## src/rtl/imem_pkg.sv

```systemverilog
// Shared definitions for the instruction-memory loader.
//   - ADDR_W_DEFAULT : default instruction-memory word-address width
//   - MAX_WORDS      : largest load length accepted (2**ADDR_W_DEFAULT)
//   - BYTES_PER_WORD : stream bytes packed into one instruction word
//   - state_e        : loader FSM states
package imem_pkg;

    localparam int ADDR_W_DEFAULT = 10;
    localparam int MAX_WORDS      = 1 << ADDR_W_DEFAULT;
    localparam int BYTES_PER_WORD = 4;

    typedef enum logic [2:0] {
        IDLE,
        LEN_LO,
        LEN_HI,
        DATA,
        FIN
    } state_e;

endpackage

```

## src/rtl/word_packer.sv

```systemverilog
// Packs a little-endian byte stream into 32-bit words.
// Ports:
//   clk, rst_n   : clock, asynchronous active-low reset
//   clr_i        : restart packing at byte index 0 with an empty word
//   byte_en_i    : byte_i is consumed this cycle
//   byte_i       : incoming stream byte
//   word_o       : word being assembled (complete when word_done_o is 1)
//   word_done_o  : one-cycle pulse, the cycle after the 4th byte of a word
module word_packer
    import imem_pkg::*;
(
    input  logic        clk,
    input  logic        rst_n,
    input  logic        clr_i,
    input  logic        byte_en_i,
    input  logic [7:0]  byte_i,
    output logic [31:0] word_o,
    output logic        word_done_o
);

    localparam int IDX_W = $clog2(BYTES_PER_WORD);

    logic [IDX_W-1:0] idx_q, idx_d;
    logic [31:0]      shift_q, shift_d;
    logic             done_q, done_d;

    // NOTE: every variable gets a default before the branches so no path
    // leaves it unassigned; otherwise the tool infers a latch.
    always_comb begin
        idx_d   = idx_q;
        shift_d = shift_q;
        done_d  = 1'b0;
        if (clr_i) begin
            idx_d   = '0;
            shift_d = '0;
        end else if (byte_en_i) begin
            // New bytes enter at the top; after four shifts byte 0 sits in
            // bits [7:0], giving little-endian order.
            shift_d = {byte_i, shift_q[31:8]};
            idx_d   = idx_q + 1'b1;
            done_d  = (idx_q == IDX_W'(BYTES_PER_WORD - 1));
        end
    end

    // NOTE: state registers use non-blocking assignments so every flop
    // samples the pre-edge values of the others.
    always_ff @(posedge clk or negedge rst_n) begin
        if (!rst_n) begin
            idx_q   <= '0;
            shift_q <= '0;
            done_q  <= 1'b0;
        end else begin
            idx_q   <= idx_d;
            shift_q <= shift_d;
            done_q  <= done_d;
        end
    end

    assign word_o      = shift_q;
    assign word_done_o = done_q;

endmodule

```

## src/rtl/imem_loader.sv

```systemverilog
// Loads a CPU instruction memory from a byte stream.
// Stream format: 16-bit little-endian word count, then count*4 data bytes,
// each word little-endian. Words are written to consecutive addresses
// starting at 0.
// Ports:
//   clk, rst_n          : clock, asynchronous active-low reset
//   start               : begin a load (honoured only when idle)
//   abort               : cancel a load in progress, sets err
//   in_valid/in_byte    : byte stream source
//   in_ready            : loader can take a byte this cycle
//   mem_we/mem_addr/mem_wdata : instruction-memory write port
//   busy                : load in progress (CPU held in reset)
//   done                : one-cycle pulse on successful completion
//   err                 : sticky error, cleared by the next start
//   word_cnt            : words written in the current or last load
module imem_loader
    import imem_pkg::*;
#(
    parameter int ADDR_W = ADDR_W_DEFAULT,
    parameter int DATA_W = 32
) (
    input  logic              clk,
    input  logic              rst_n,
    input  logic              start,
    input  logic              abort,
    input  logic              in_valid,
    input  logic [7:0]        in_byte,
    output logic              in_ready,
    output logic              mem_we,
    output logic [ADDR_W-1:0] mem_addr,
    output logic [DATA_W-1:0] mem_wdata,
    output logic              busy,
    output logic              done,
    output logic              err,
    output logic [ADDR_W:0]   word_cnt
);

    localparam int unsigned LEN_MAX = 32'd1 << ADDR_W;

    state_e          state_q, state_d;
    logic [15:0]     len_q, len_d;
    logic [ADDR_W:0] word_cnt_q, word_cnt_d;
    logic            err_q, err_d;

    logic        accept;
    logic        abort_hit;
    logic        pk_clr, pk_en, pk_done;
    logic [31:0] pk_word;
    logic [15:0] len_full;
    logic        write_fire;

    assign accept     = in_valid && in_ready;
    assign abort_hit  = abort && (state_q != IDLE);
    // abort outranks start, so a simultaneous pair never opens a load.
    assign pk_clr     = start && !abort && (state_q == IDLE);
    assign pk_en      = accept && !abort && (state_q == DATA);
    assign write_fire = pk_done && !abort && (state_q == DATA);
    assign len_full   = {in_byte, len_q[7:0]};

    word_packer u_packer (
        .clk        (clk),
        .rst_n      (rst_n),
        .clr_i      (pk_clr),
        .byte_en_i  (pk_en),
        .byte_i     (in_byte),
        .word_o     (pk_word),
        .word_done_o(pk_done)
    );

    always_comb begin
        state_d    = state_q;
        len_d      = len_q;
        word_cnt_d = word_cnt_q;
        err_d      = err_q;

        unique case (state_q)
            IDLE: begin
                if (start && !abort) begin
                    err_d      = 1'b0;
                    word_cnt_d = '0;
                    state_d    = LEN_LO;
                end
            end
            LEN_LO: begin
                if (accept) begin
                    len_d   = {8'h00, in_byte};
                    state_d = LEN_HI;
                end
            end
            LEN_HI: begin
                if (accept) begin
                    len_d = len_full;
                    if (len_full == 16'd0 || 32'(len_full) > LEN_MAX) begin
                        err_d   = 1'b1;
                        state_d = IDLE;
                    end else begin
                        state_d = DATA;
                    end
                end
            end
            DATA: begin
                if (write_fire) begin
                    word_cnt_d = word_cnt_q + {{ADDR_W{1'b0}}, 1'b1};
                    // The word being written is the last one when the
                    // post-write count reaches len.
                    if (32'(word_cnt_q) + 32'd1 == 32'(len_q)) begin
                        state_d = FIN;
                    end
                end
            end
            FIN: begin
                state_d = IDLE;
            end
            default: begin
                state_d = IDLE;
            end
        endcase

        if (abort_hit) begin
            state_d = IDLE;
            err_d   = 1'b1;
        end
    end

    always_ff @(posedge clk or negedge rst_n) begin
        if (!rst_n) begin
            state_q    <= IDLE;
            len_q      <= '0;
            word_cnt_q <= '0;
            err_q      <= 1'b0;
        end else begin
            state_q    <= state_d;
            len_q      <= len_d;
            word_cnt_q <= word_cnt_d;
            err_q      <= err_d;
        end
    end

    assign in_ready  = (state_q == LEN_LO) || (state_q == LEN_HI) || (state_q == DATA);
    assign busy      = (state_q != IDLE);
    assign done      = (state_q == FIN) && !abort;
    assign mem_we    = write_fire;
    // Address is the pre-increment count, so word n lands at address n.
    assign mem_addr  = word_cnt_q[ADDR_W-1:0];
    assign mem_wdata = DATA_W'(pk_word);
    assign err       = err_q;
    assign word_cnt  = word_cnt_q;

endmodule

```

## config.mk

```make
export PLATFORM = sky130hd
export DESIGN_NAME = imem_loader
export DESIGN_NICKNAME = d
export VERILOG_FILES = /design/src/rtl/imem_pkg.sv /design/src/rtl/word_packer.sv /design/src/rtl/imem_loader.sv
export SDC_FILE = /design/constraint.sdc
export NUM_CORES = 1
export LEC_CHECK = 0
export ABC_AREA = 1
export BUFFER_PORTS_ARGS = -buffer_cell sky130_fd_sc_hd__buf_2
export CORE_UTILIZATION = 45
export CTS_CLUSTER_SIZE = 16
export DETAILED_ROUTE_END_ITERATION = 8
export GPL_TIMING_DRIVEN = 0
export PLACE_DENSITY_LB_ADDON = 0.05
export SETUP_SLACK_MARGIN = 0.05
export SLEW_MARGIN = 20
export SYNTH_ARGS = -nofsm -noshare
export SYNTH_HDL_FRONTEND = slang
export SYNTH_SLANG_ARGS = --single-unit
```

## constraint.sdc

```tcl
create_clock -name clk -period 1.63 [get_ports clk]
set_input_delay 0.163 -clock clk [delete_from_list [all_inputs] [get_ports clk]]
set_output_delay 0.163 -clock clk [all_outputs]
set_load 0.01 [all_outputs]
```

Word-level counts from Yosys, hierarchy flattened
Cells that the tools add are included.
Word-level totals
  input bits: 13
  flip-flop bits (word level): 66
  output and inout port bits: 58
Cells by class
  equality and inequality tests: 16
  multiplexer cells: 25
  bitwise gates (word level): 1
  add/subtract/negate cells: 3
  $lt $le $gt $ge: 1
  reductions and logical operators: 25
Operators with widths (count)
  32-bit two-way mux: 2
  16-bit two-way mux: 2
  16-bit one-hot mux with 2 select lines: 1
  11-bit two-way mux: 2
  11-bit one-hot mux with 2 select lines: 1
  3-bit two-way mux: 6
  12-bit by 16-bit equality test with 1-bit output: 1
  16-bit by 11-bit greater-than comparator with 1-bit output, second input constant: 1
  16-bit zero test: 1
  11-bit by 1-bit adder with 12-bit output, second input constant: 1
  3-bit != test, second input constant: 4
  3-bit one-hot mux with 4 select lines: 1
  11-bit by 1-bit adder with 11-bit output, second input constant: 1
  1-bit logical AND: 9
  3-bit AND reduction: 3
  3-bit by 2-bit equality test with 1-bit output, second input constant: 2
  1-bit two-way mux: 6
  2-bit two-way mux: 3
  2-bit != test, second input constant: 3
  3-bit by 2-bit != test with 1-bit output, second input constant: 2
  2-bit nonzero test: 3
  3-bit nonzero test: 2
  5-bit AND reduction: 1
  4-bit AND reduction: 1
  10 further kinds: 12

Logic depth before layout (Yosys ltp)
  word-level depth: 8
  gate-level depth with buffers: 15
  depth with buffers taken out: 15

Cells and area by module
From an unflattened synthesis, not the netlist that was laid out.
Unflattened totals
  cell total of the unflattened synthesis: 447
  area, all modules: 3435.8 um2
By module, submodules not included
  imem_loader: times used 1, area an instance 2024.4 um2, cells each 294
  word_packer: times used 1, area an instance 1411.4 um2, cells each 153

Least setup slack after synthesis
No wires, ideal clock.
  path type: reg-to-reg
  start: register word_cnt_q[0] (netlist: word_cnt[0])
  end: register state_q[0]
  data arrival time: 1.593 ns
  data required time: 1.513 ns
  path buffers: 0
  library setup time: 0.117 ns
  slack: -0.079 ns
  stages on the path, launching flop included: 15
  cells stage by stage: dfrtp_1 > ha_1 > nand2_1 > nor2_1 > nand3_1 > nand2_1 > nand2_1 > nand2_1 > nand2_1 > nand2_1 > nor2_1 > nand2_1 > nand2_1 > nand2_1 > nand2_1
On the way
  cells in the longest elaborated chain, start to end: 4
Ends and longest elaborated chain
  start: declaration: line imem_loader.sv:42  | logic [ADDR_W:0] word_cnt_q, word_cnt_d;
  start signal: assignment: line imem_loader.sv:134  | word_cnt_q <= word_cnt_d;
  11-bit by 1-bit adder with 12-bit output: line imem_loader.sv:106  | if (32'(word_cnt_q) + 32'd1 == 32'(len_q)) begin
  12-bit by 16-bit equality test with 1-bit output: line imem_loader.sv:106
  3-bit by 2-bit != test with 1-bit output (no source line)
  5-bit AND reduction (no source line)
  end signal: assignment: line imem_loader.sv:132  | state_q <= state_d;
  end: declaration: line imem_loader.sv:40  | state_e state_q, state_d;
Every way passes these cells.
A chain may end at the register's enable or synchronous reset.

Final worst setup path
Same ends and word-level chain as after synthesis.

==> results.cfg <==
[status]
outcome = finished with violations
violations = setup timing

[placement]
numPortBuffers = 70
dp_cells = 603
gp_congestion = 0.8312
place_hpwl_mm = 6.522

[timing]
worst_slack_ns = -0.1838
holdWs_ns = 0.09995
finalSetupViolations = 28
tns_ns = -1.229
finalCriticalPeriod_ns = 1.814
slew_headroom_pct = 72.70
fmax_mhz = 551.3
finalHoldViolations = 0
grt_setup_unrepaired = yes
skew_ns = 0.009653
tightest_slew_ns = 0.4094
period_share_pct = 111.3
maxSlewViolCount = 0

[power]
p_sw_share_pct = 36.50
switching_power_mw = 2.291
p_int_mw = 3.987
clockPowerShare_pct = 27.1
seqPwrFrac_pct = 34.4
power.leakage_nw = 2.600
comb_power_share_pct = 38.5
power_density_nw_per_um2 = 1212
ir_drop_mv = 0.9425

[drt]
dr.max_layer_used = met4
wl_met1_mm = 4.726
route.detailed.drc = 0
drt_iter0_drc = 215
postRouteAntennaNets = 0
wirelength_mm = 10.47
wl_met3_um = 592
viasPerCell = 5.169
dr_total_vias = 3453
wl_met2_mm = 4.919
wl_per_cell_um = 15.68
dr.pass1.iters = 4

[logic_synthesis]
synth-async-reset-ratio_pct = 100.0
synth_seq_cells = 66
synthCells = 433
synth_cell_type_count = 29
seq_area_frac_synth_pct = 48.58
synth_flop_cell = dfrtp_1
syn-num-nets = 448
synth_edf_count = 0
ys_warn_count = 0
syn_avg_cell_area_sq_um = 7.851
syn_area_sq_um = 3400

[min_path]
min_path_cells = 3
hp-class = in2reg
min_to = u_packer.word_o[24]$_DFFE_PN0P_
min_from = in_byte[0]

[clock_network]
clk_pin_slew_ns = 0.08
htreeDepth = 3
cts_made_buffers = 9
cts_root_buffer = clkbuf_8
clkSinkCount = 66
tritoncts = done
clock_path_buffers = 2
clk_latency_ns = 0.35

[setup_path]
worst_setup_path_start_kind = flop
reg2reg_to = state_q[0]$_DFFE_PN0P_
crit_type = reg2reg
rr_startpoint = word_cnt[0]$_DFFE_PN0P_
worstPathRequired_ns = 1.91
end_kind = flop
path_max_fanout = 5
r2r_setup_slack_ns = -0.18
cp.arrival_ns = 2.10
r2r_cells = 14

[floorplanning]
chipWidth_um = 88.92
num_io_pins = 71
die_h_um = 88.92
initial_core_util_pct = 46.62
core_area_sq_um = 7292
die_area_sq_um = 7906
rows = 31

[final_layout]
final_common_cell = nand2_1
final_cell_mix = nand2_1, buf_2, dfrtp_1
final_layout_size_suffix_gt1_share_pct = 46.05
num-nets-final = 579
instances_no_fill = 668
antenna_cells = 0
synthToLayoutAreaGrowth_pct = 52.41
final_core_util_pct = 71.05

[global_route]
antenna_found_initial = 0
grt_pass1_wl_mm = 14.57
grt_pass1_vias = 2972
grt_use_total_pct = 24.96
grt_overflow = 0
grt_max_degree = 38

[flow_run]
maxCapViolCount = 0
cells by family (layout without fill, tap and decap cells):
kind of cell,after synthesis,in the layout,synth area share (%)
compound gates,61,61,10.38
xor+xnor,1,1,0.2577
fa+ha+maj,2,2,0.7360
buf+inv,80,215,10.56
flops,66,66,48.58
simple gates,223,224,29.48
metrics by stage:
stage | cell area, sq um | setup slack (ns) | power (mW)
4_1_cts | 4424 | -0.1297 | 5.584
2_1_floorplan | 3417 | 0.06172 | 3.168
6_report | 5181 | -0.1838 | 6.279
5_1_grt | 5181 | -0.3211 | 6.620
3_3_place_gp | 3891 | -0.2548 | 3.627
3_5_place_dp | 3914 | -0.2951 | 3.663
critical path, cell delays in order (launching register included):
cell	delay, ns
dfrtp_2	0.45
ha_4	0.26
inv_2	0.05
nand2_1	0.04
nand2_1	0.05
nand3_1	0.08
nor2_1	0.10
nand2_1	0.07
nor2_2	0.12
nand2_1	0.07
nor2_1	0.11
nand2_2	0.11
nand2_2	0.09
nand2_1	0.08
nand2_1	0.07
synth_stat cells (3+ instances only):
cell type  number  area, sq um
buf_4          10        75.07
o21ai_0        31        155.2
buf_2           4        20.02
nand2_1       117        439.2
dfrtp_1        66         1652
nor2_2          4        25.02
nand4_1         5        31.28
o21ai_1         3        15.01
inv_2           7        26.28
inv_1          53        198.9
clkbuf_1        3        11.26
o22ai_1         9        56.30
a21oi_1         4        20.02
nor3_1          4        20.02
nand3_1        60        300.3
nand2_2         3        18.77
nor2_1         24        90.09
o31ai_1        12        90.09
worst max-delay path by stage:
stage / from / end / slack (ns) / cells after the start
2_1_floorplan: word_cnt[0]$_DFFE_PN0P_ / state_q[0]$_DFFE_PN0P_ / 0.06 / 14
3_3_place_gp: state_q[0]$_DFFE_PN0P_ / u_packer.word_o[25]$_DFFE_PN0P_ / -0.25 / 9
3_5_place_dp: state_q[0]$_DFFE_PN0P_ / u_packer.word_o[5]$_DFFE_PN0P_ / -0.30 / 9
4_1_cts: word_cnt[0]$_DFFE_PN0P_ / state_q[0]$_DFFE_PN0P_ / -0.13 / 14
5_1_grt: word_cnt[0]$_DFFE_PN0P_ / state_q[0]$_DFFE_PN0P_ / -0.32 / 14
6_report: word_cnt[0]$_DFFE_PN0P_ / state_q[0]$_DFFE_PN0P_ / -0.18 / 14
power groups by stage:
stage / combinational (mW) / sequential [mW] / clock, mW
floorplan: 1.01 / 2.16 / 0
global placement: 1.47 / 2.16 / 0
detailed placement: 1.50 / 2.16 / 0
CTS: 1.74 / 2.13 / 1.71
global route: 2.64 / 2.20 / 1.78
finish: 2.42 / 2.16 / 1.70
repair_timing:
| action | CTS | global route |
|---|---|---|
| setup endpoints to repair | 67 | 53 |
| endpoints found under the hold margin | 29 | 0 |
| cloned | 2 | 3 |
| pin swaps | 6 | 24 |
| setup buffers | 15 | 28 |
| hold buffers | 1 | 0 |
| resized for setup | 47 | 132 |
metal layers:
| layer | vias up | track usage, % |
|---|---|---|
| met5 | - | 0 |
| met4 | 0 | 9.238 |
| met3 | 23 | 3.786 |
| met2 | 107 | 38.25 |
| met1 | 1653 | 35.87 |
| li1 | 1670 | - |
registers in the layout, summed over array words and instances, names as in the netlist:
register / flops
state_q: 3
len_q: 16
err: 1
u_packer.word_done_o: 1
u_packer.idx_q: 2
word_cnt: 11
u_packer.word_o: 32
layout make-up:
type	count	area (sq um)
inverter	61	259.0
timing repair buffer	118	858.3
multi-input combinational	288	1847
clock inverter	6	115.1
fill	584	2111
buffer	19	178.9
sequential	66	1664
timing repair inverter	1	7.507
clock buffer	10	127.6
tap	99	123.9
Note: power is estimated with default switching activity, not from simulation.
